[src/rtl/fifo_ctrl_if.sv]
// Handshake and status bundle between a FIFO user and the fifo_ctrl pointer/flag engine.
interface fifo_ctrl_if #(
    parameter int PTR_W = 3
);
    logic             push;
    logic             pop;
    logic [PTR_W-1:0] wr_ptr;
    logic [PTR_W-1:0] rd_ptr;
    logic             write;
    logic             read;
    logic             full;
    logic             empty;
    logic             almost_full;
    logic             almost_empty;
    logic [PTR_W:0]   count;
    logic             valid_out;
    logic             overflow;
    logic             underflow;

    modport master (
        output push, pop,
        input  wr_ptr, rd_ptr, write, read, full, empty, almost_full, almost_empty,
        input  count, valid_out, overflow, underflow
    );

    modport slave (
        input  push, pop,
        output wr_ptr, rd_ptr, write, read, full, empty, almost_full, almost_empty,
        output count, valid_out, overflow, underflow
    );
endinterface

[src/rtl/fifo_ctrl.sv]
// FIFO controller: generates memory addresses/strobes, occupancy count, threshold and sticky error flags.
module fifo_ctrl #(
    parameter int DEPTH  = 8,
    parameter int PTR_W  = 3,
    parameter int AF_THR = 6,
    parameter int AE_THR = 2
) (
    input  logic        clk,
    input  logic        reset,
    fifo_ctrl_if.slave  bus
);
    localparam logic [PTR_W:0]   DEPTH_C = (PTR_W+1)'(DEPTH);
    localparam logic [PTR_W:0]   AF_C    = (PTR_W+1)'(AF_THR);
    localparam logic [PTR_W:0]   AE_C    = (PTR_W+1)'(AE_THR);
    localparam logic [PTR_W:0]   CNT_ONE = (PTR_W+1)'(1);
    localparam logic [PTR_W-1:0] PTR_ONE = PTR_W'(1);

    logic [PTR_W-1:0] wr_ptr_q, wr_ptr_d;
    logic [PTR_W-1:0] rd_ptr_q, rd_ptr_d;
    logic [PTR_W:0]   count_q, count_d;
    logic             valid_q, ovf_q, ovf_d, unf_q, unf_d;
    logic             cnt_full, cnt_empty, write, read;

    // Occupancy alone separates full from empty since the pointers coincide in both.
    assign cnt_full  = (count_q == DEPTH_C);
    assign cnt_empty = (count_q == '0);

    // Reset gates strobes and forces the flags to their idle values.
    assign write = bus.push & ~cnt_full  & reset;
    assign read  = bus.pop  & ~cnt_empty & reset;

    always_comb begin
        wr_ptr_d = wr_ptr_q;
        rd_ptr_d = rd_ptr_q;
        count_d  = count_q;
        ovf_d    = ovf_q | (bus.push & cnt_full);
        unf_d    = unf_q | (bus.pop  & cnt_empty);
        if (write) wr_ptr_d = wr_ptr_q + PTR_ONE;
        if (read)  rd_ptr_d = rd_ptr_q + PTR_ONE;
        case ({write, read})
            2'b10:   count_d = count_q + CNT_ONE;
            2'b01:   count_d = count_q - CNT_ONE;
            default: count_d = count_q;
        endcase
    end

    always_ff @(posedge clk) begin
        if (!reset) begin
            wr_ptr_q <= '0;
            rd_ptr_q <= '0;
            count_q  <= '0;
            valid_q  <= 1'b0;
            ovf_q    <= 1'b0;
            unf_q    <= 1'b0;
        end else begin
            wr_ptr_q <= wr_ptr_d;
            rd_ptr_q <= rd_ptr_d;
            count_q  <= count_d;
            valid_q  <= read;
            ovf_q    <= ovf_d;
            unf_q    <= unf_d;
        end
    end

    assign bus.wr_ptr       = wr_ptr_q;
    assign bus.rd_ptr       = rd_ptr_q;
    assign bus.write        = write;
    assign bus.read         = read;
    assign bus.count        = count_q;
    assign bus.full         = reset & cnt_full;
    assign bus.empty        = ~reset | cnt_empty;
    assign bus.almost_full  = reset & (count_q >= AF_C);
    assign bus.almost_empty = ~reset | (count_q <= AE_C);
    assign bus.valid_out    = valid_q;
    assign bus.overflow     = ovf_q;
    assign bus.underflow    = unf_q;
endmodule

[src/flat_wrapper.sv]
// flat-port wrapper written by rule: the top's interface ports become plain ports
module fifo_ctrl_flat 
#(
    parameter int DEPTH  = 8,
    parameter int PTR_W  = 3,
    parameter int AF_THR = 6,
    parameter int AE_THR = 2
)
  (clk, reset, bus_push, bus_pop, bus_wr_ptr, bus_rd_ptr, bus_write, bus_read, bus_full, bus_empty, bus_almost_full, bus_almost_empty, bus_count, bus_valid_out, bus_overflow, bus_underflow);
  fifo_ctrl_if #(.PTR_W(PTR_W)) bus_i ();
  input  logic clk;
  input  logic reset;
  input wire logic [$bits(bus_i.push)-1:0] bus_push;
  input wire logic [$bits(bus_i.pop)-1:0] bus_pop;
  output wire logic [$bits(bus_i.wr_ptr)-1:0] bus_wr_ptr;
  output wire logic [$bits(bus_i.rd_ptr)-1:0] bus_rd_ptr;
  output wire logic [$bits(bus_i.write)-1:0] bus_write;
  output wire logic [$bits(bus_i.read)-1:0] bus_read;
  output wire logic [$bits(bus_i.full)-1:0] bus_full;
  output wire logic [$bits(bus_i.empty)-1:0] bus_empty;
  output wire logic [$bits(bus_i.almost_full)-1:0] bus_almost_full;
  output wire logic [$bits(bus_i.almost_empty)-1:0] bus_almost_empty;
  output wire logic [$bits(bus_i.count)-1:0] bus_count;
  output wire logic [$bits(bus_i.valid_out)-1:0] bus_valid_out;
  output wire logic [$bits(bus_i.overflow)-1:0] bus_overflow;
  output wire logic [$bits(bus_i.underflow)-1:0] bus_underflow;
  assign bus_i.push = bus_push;
  assign bus_i.pop = bus_pop;
  assign bus_wr_ptr = bus_i.wr_ptr;
  assign bus_rd_ptr = bus_i.rd_ptr;
  assign bus_write = bus_i.write;
  assign bus_read = bus_i.read;
  assign bus_full = bus_i.full;
  assign bus_empty = bus_i.empty;
  assign bus_almost_full = bus_i.almost_full;
  assign bus_almost_empty = bus_i.almost_empty;
  assign bus_count = bus_i.count;
  assign bus_valid_out = bus_i.valid_out;
  assign bus_overflow = bus_i.overflow;
  assign bus_underflow = bus_i.underflow;
  fifo_ctrl #(.DEPTH(DEPTH), .PTR_W(PTR_W), .AF_THR(AF_THR), .AE_THR(AE_THR)) u_core (.clk(clk), .reset(reset), .bus(bus_i));
endmodule
[config.mk]
export PLATFORM = sky130hd
export DESIGN_NAME = fifo_ctrl_flat
export DESIGN_NICKNAME = d
export VERILOG_FILES = /design/src/rtl/fifo_ctrl_if.sv /design/src/rtl/fifo_ctrl.sv /design/src/flat_wrapper.sv
export SDC_FILE = /design/constraint.sdc
export NUM_CORES = 1
export LEC_CHECK = 0
export CAP_MARGIN = 10
export CORE_UTILIZATION = 39
export CTS_CLUSTER_SIZE = 14
export DETAILED_ROUTE_END_ITERATION = 7
export DONT_BUFFER_PORTS = 1
export GPL_TIMING_DRIVEN = 0
export PLACE_DENSITY = 0.64
export SLEW_MARGIN = 20
export SYNTH_ARGS = -nofsm -noshare
export SYNTH_HDL_FRONTEND = slang
export SYNTH_SLANG_ARGS = --single-unit
[constraint.sdc]
create_clock -name clk -period 6.5 [get_ports clk]
set_input_delay 0.975 -clock clk [delete_from_list [all_inputs] [get_ports clk]]
set_output_delay 0.975 -clock clk [all_outputs]
set_load 0.05 [all_outputs]
==> metrics <==
status finished, final reports clean; drt first pass iters 3; Top-Level Pins 23; Synth Register Bits 13; DR WL/cell roughly 11 um; Overflow after GRT 0; Mapped Cells 78; synth warn 0; drt first-iter violations 7; DRC violations left 0; antenna violations before repair 0; Min-Delay Path Class reg -> reg; Initial Utilization 0.4167; clk_lat worst skew between 0.2 and 0.3 ns; hold buffers post-CTS 0; Worst R2R Setup Slack roughly 3.5 ns; sequential cell area 260.3 um2; worst-path fanout max 7; Worst Hold Path Cells 2; total track usage 0.1342; Worst-path clk slew approximately 0.08 ns; minimum clock period 2.956 ns; Top FF cell, synth dfxtp_1; CP peak stage delay 0.65 ns; Die X approximately 45 um; CTS resizes 0; Longest Clk Path Bufs 2; FMAX about 0.34 GHz; Req. time, crit path between 6 and 7 ns; Non-Filler Instances 107; WS Path Type reg -> reg; Seq pwr share 0.557; Reg2Reg Depth 9; Nets 93; Max VDD drop around 0.12 mV; core area 1727 um2; Area Overhead vs Synth 8.000%; post-synth net total 88; row count 15; Post-DRT Antenna Nets 0; fill count 183; final core occ 0.4500; Post-synth EDFFs 0; final hold slack 0.7087 ns; crit-path cells or4_4 > and3_4 > buf_6 > ha_1 > ha_1 > a21o_2 > a21oi_1 > mux2i_1 > mux2i_1; Worst Setup End Kind flop; area occupied by multi-input gates 389.1 um2; ys async rst share 0; P_int between 0.1 and 0.15 mW; DP Wirelength 882.1 um; cell area after synthesis between 700 and 800 um2; library cells used by synthesis 25; Routed Wire Length 1.176 mm; Final Max Slew Viols 0; die height 44.95 um; Worst Skew 0.002522 ns; vias in the first global route 464; Clk pwr share 0.230; cts bufs inserted 3; Max Cap Viol 0; syn avg cell area a little over 9 um2; WHS Endpoint u_core.bus.rd_ptr[2]$_SDFFE_PN0P_; switching share of power 0.3849; Net Sw Power 0.08083 mW; via count between 400 and 500; setup TNS 0 ns; IO Port Bufs 0; Hold Crit Start u_core.bus.rd_ptr[2]$_SDFFE_PN0P_; total power 0.2100 mW; RD Place Congestion 0.6891; clk sinks 13; global-route wire length before repair 1.897 mm; RSZ-0062 raised after global routing no; register area share after synthesis 0.3617; power per cell area around 270 nW/um2; slack of the critical path 3.544 ns; CTS root buf clkbuf_4; CTS tree done; worst rel slew slack 0.3817; pin count of the biggest net entering global routing 11; Final setup viols 0; vias per cell 4.598; Die ar. 2021 um2; leakage power 0.3589 nW; Worst Tran Pin Value 0.9255 ns; H-tree level count 1; placed cell area 750.7 um2; antenna cells 0; placed insts just over 100; dpl ws 3.538 ns; crit start category flop; crit share post-route 0.4547; layout cells sized above 1 0.1098; Setup Buffers After CTS 0; Worst R2R End u_core.bus.count[3]$_SDFFE_PN0P_; final instance area just under 800 um2; final hold vios 0; WP data arrival 3.16 ns; Combinational Power Share 0.213; Crit Reg-Reg Startpoint u_core.bus.count[0]$_SDFFE_PN0P_; slowest CP cell or4_4
critical path: cells and delay by family, from the launching register on:
family,cells,cell delay [ns]
AND/OR/NAND/NOR,2,0.85
flip-flops,1,0.54
adder cells (fa/ha/maj),2,0.54
multiplexers,2,0.44
AO/OA/AOI/OAI,2,0.36
buffers and inverters,1,0.16
cell usage after synthesis, types with 2 or more instances:
cell	n	area, um2
nand2_1	12	45.04
dfxtp_1	13	260.3
nor2_1	4	15.01
xnor2_1	2	17.52
nand3_1	2	10.01
and2_1	6	37.54
a21oi_1	3	15.01
o21ai_0	5	25.02
inv_1	6	22.52
xor2_1	2	17.52
ha_1	5	62.56
mux2i_1	4	40.04
nor2b_1	2	12.51
final cells by class:
cell class,count,share of cell area
multi-input combinational,56,0.5008
sequential,13,0.3349
buffer,3,0.06119
tap,25,0.04026
clock buffer,4,0.03382
inverter,6,0.02899
metal layers:
layer,global-route usage,wire length (um),share of wire
met1,0.1605,555,0.47
met2,0.2029,526,0.45
met3,0.05600,94,0.080
met4,0.07273,0,0
met5,0,0,0
cell families (layout without fill, tap and decap cells):
group,after synthesis,after routing,share of synthesized area
adder cells (fa/ha/maj),6,6,0.1148
XOR/XNOR,4,4,0.04870
flip-flops,13,13,0.3617
AND/OR/NAND/NOR,32,32,0.2435
multiplexers,4,4,0.05565
AO/OA/AOI/OAI,10,10,0.07826
buffers and inverters,9,13,0.09738
power by group through the flow:
stage	clock network (mW)	logic (mW)	registers (mW)
6_report	0.0483	0.0447	0.117
5_1_grt	0.0559	0.0506	0.118
4_1_cts	0.0503	0.0452	0.117
3_5_place_dp	0	0.0451	0.119
3_3_place_gp	0	0.0441	0.119
2_1_floorplan	0	0.0403	0.117
cells in the final DEF, fill, tap and decap left out, types with 2 or more instances in the layout:
cell type / instances
dfxtp_1: 13
nand2_1: 12
inv_1: 6
and2_1: 6
o21ai_0: 5
ha_1: 5
nor2_1: 4
mux2i_1: 4
a21oi_1: 3
clkbuf_4: 3
nand3_1: 2
clkbuf_1: 2
nor2b_1: 2
xnor2_1: 2
xor2_1: 2
state kept, by name, indices dropped and copies added, names as in the netlist:
| signal | count |
|---|---|
| u_core.bus.count | 4 |
| u_core.bus.rd_ptr | 3 |
| u_core.bus.wr_ptr | 3 |
| u_core.bus.overflow | 1 |
| u_core.bus.underflow | 1 |
| u_core.bus.valid_out | 1 |
worst max path at each step:
stage,startpoint,endpoint,slack (ns),depth (start not counted)
final,u_core.bus.count[0]$_SDFFE_PN0P_,u_core.bus.count[3]$_SDFFE_PN0P_,3.54,9
after global routing,u_core.bus.count[0]$_SDFFE_PN0P_,u_core.bus.count[3]$_SDFFE_PN0P_,3.40,9
after CTS,u_core.bus.count[0]$_SDFFE_PN0P_,u_core.bus.count[3]$_SDFFE_PN0P_,3.54,9
after detailed placement,reset,u_core.bus.count[3]$_SDFFE_PN0P_,3.54,9
after global placement,reset,u_core.bus.count[3]$_SDFFE_PN0P_,3.57,9
after floorplan,reset,bus_almost_full,3.60,2
(Power assumes the default switching activity.)
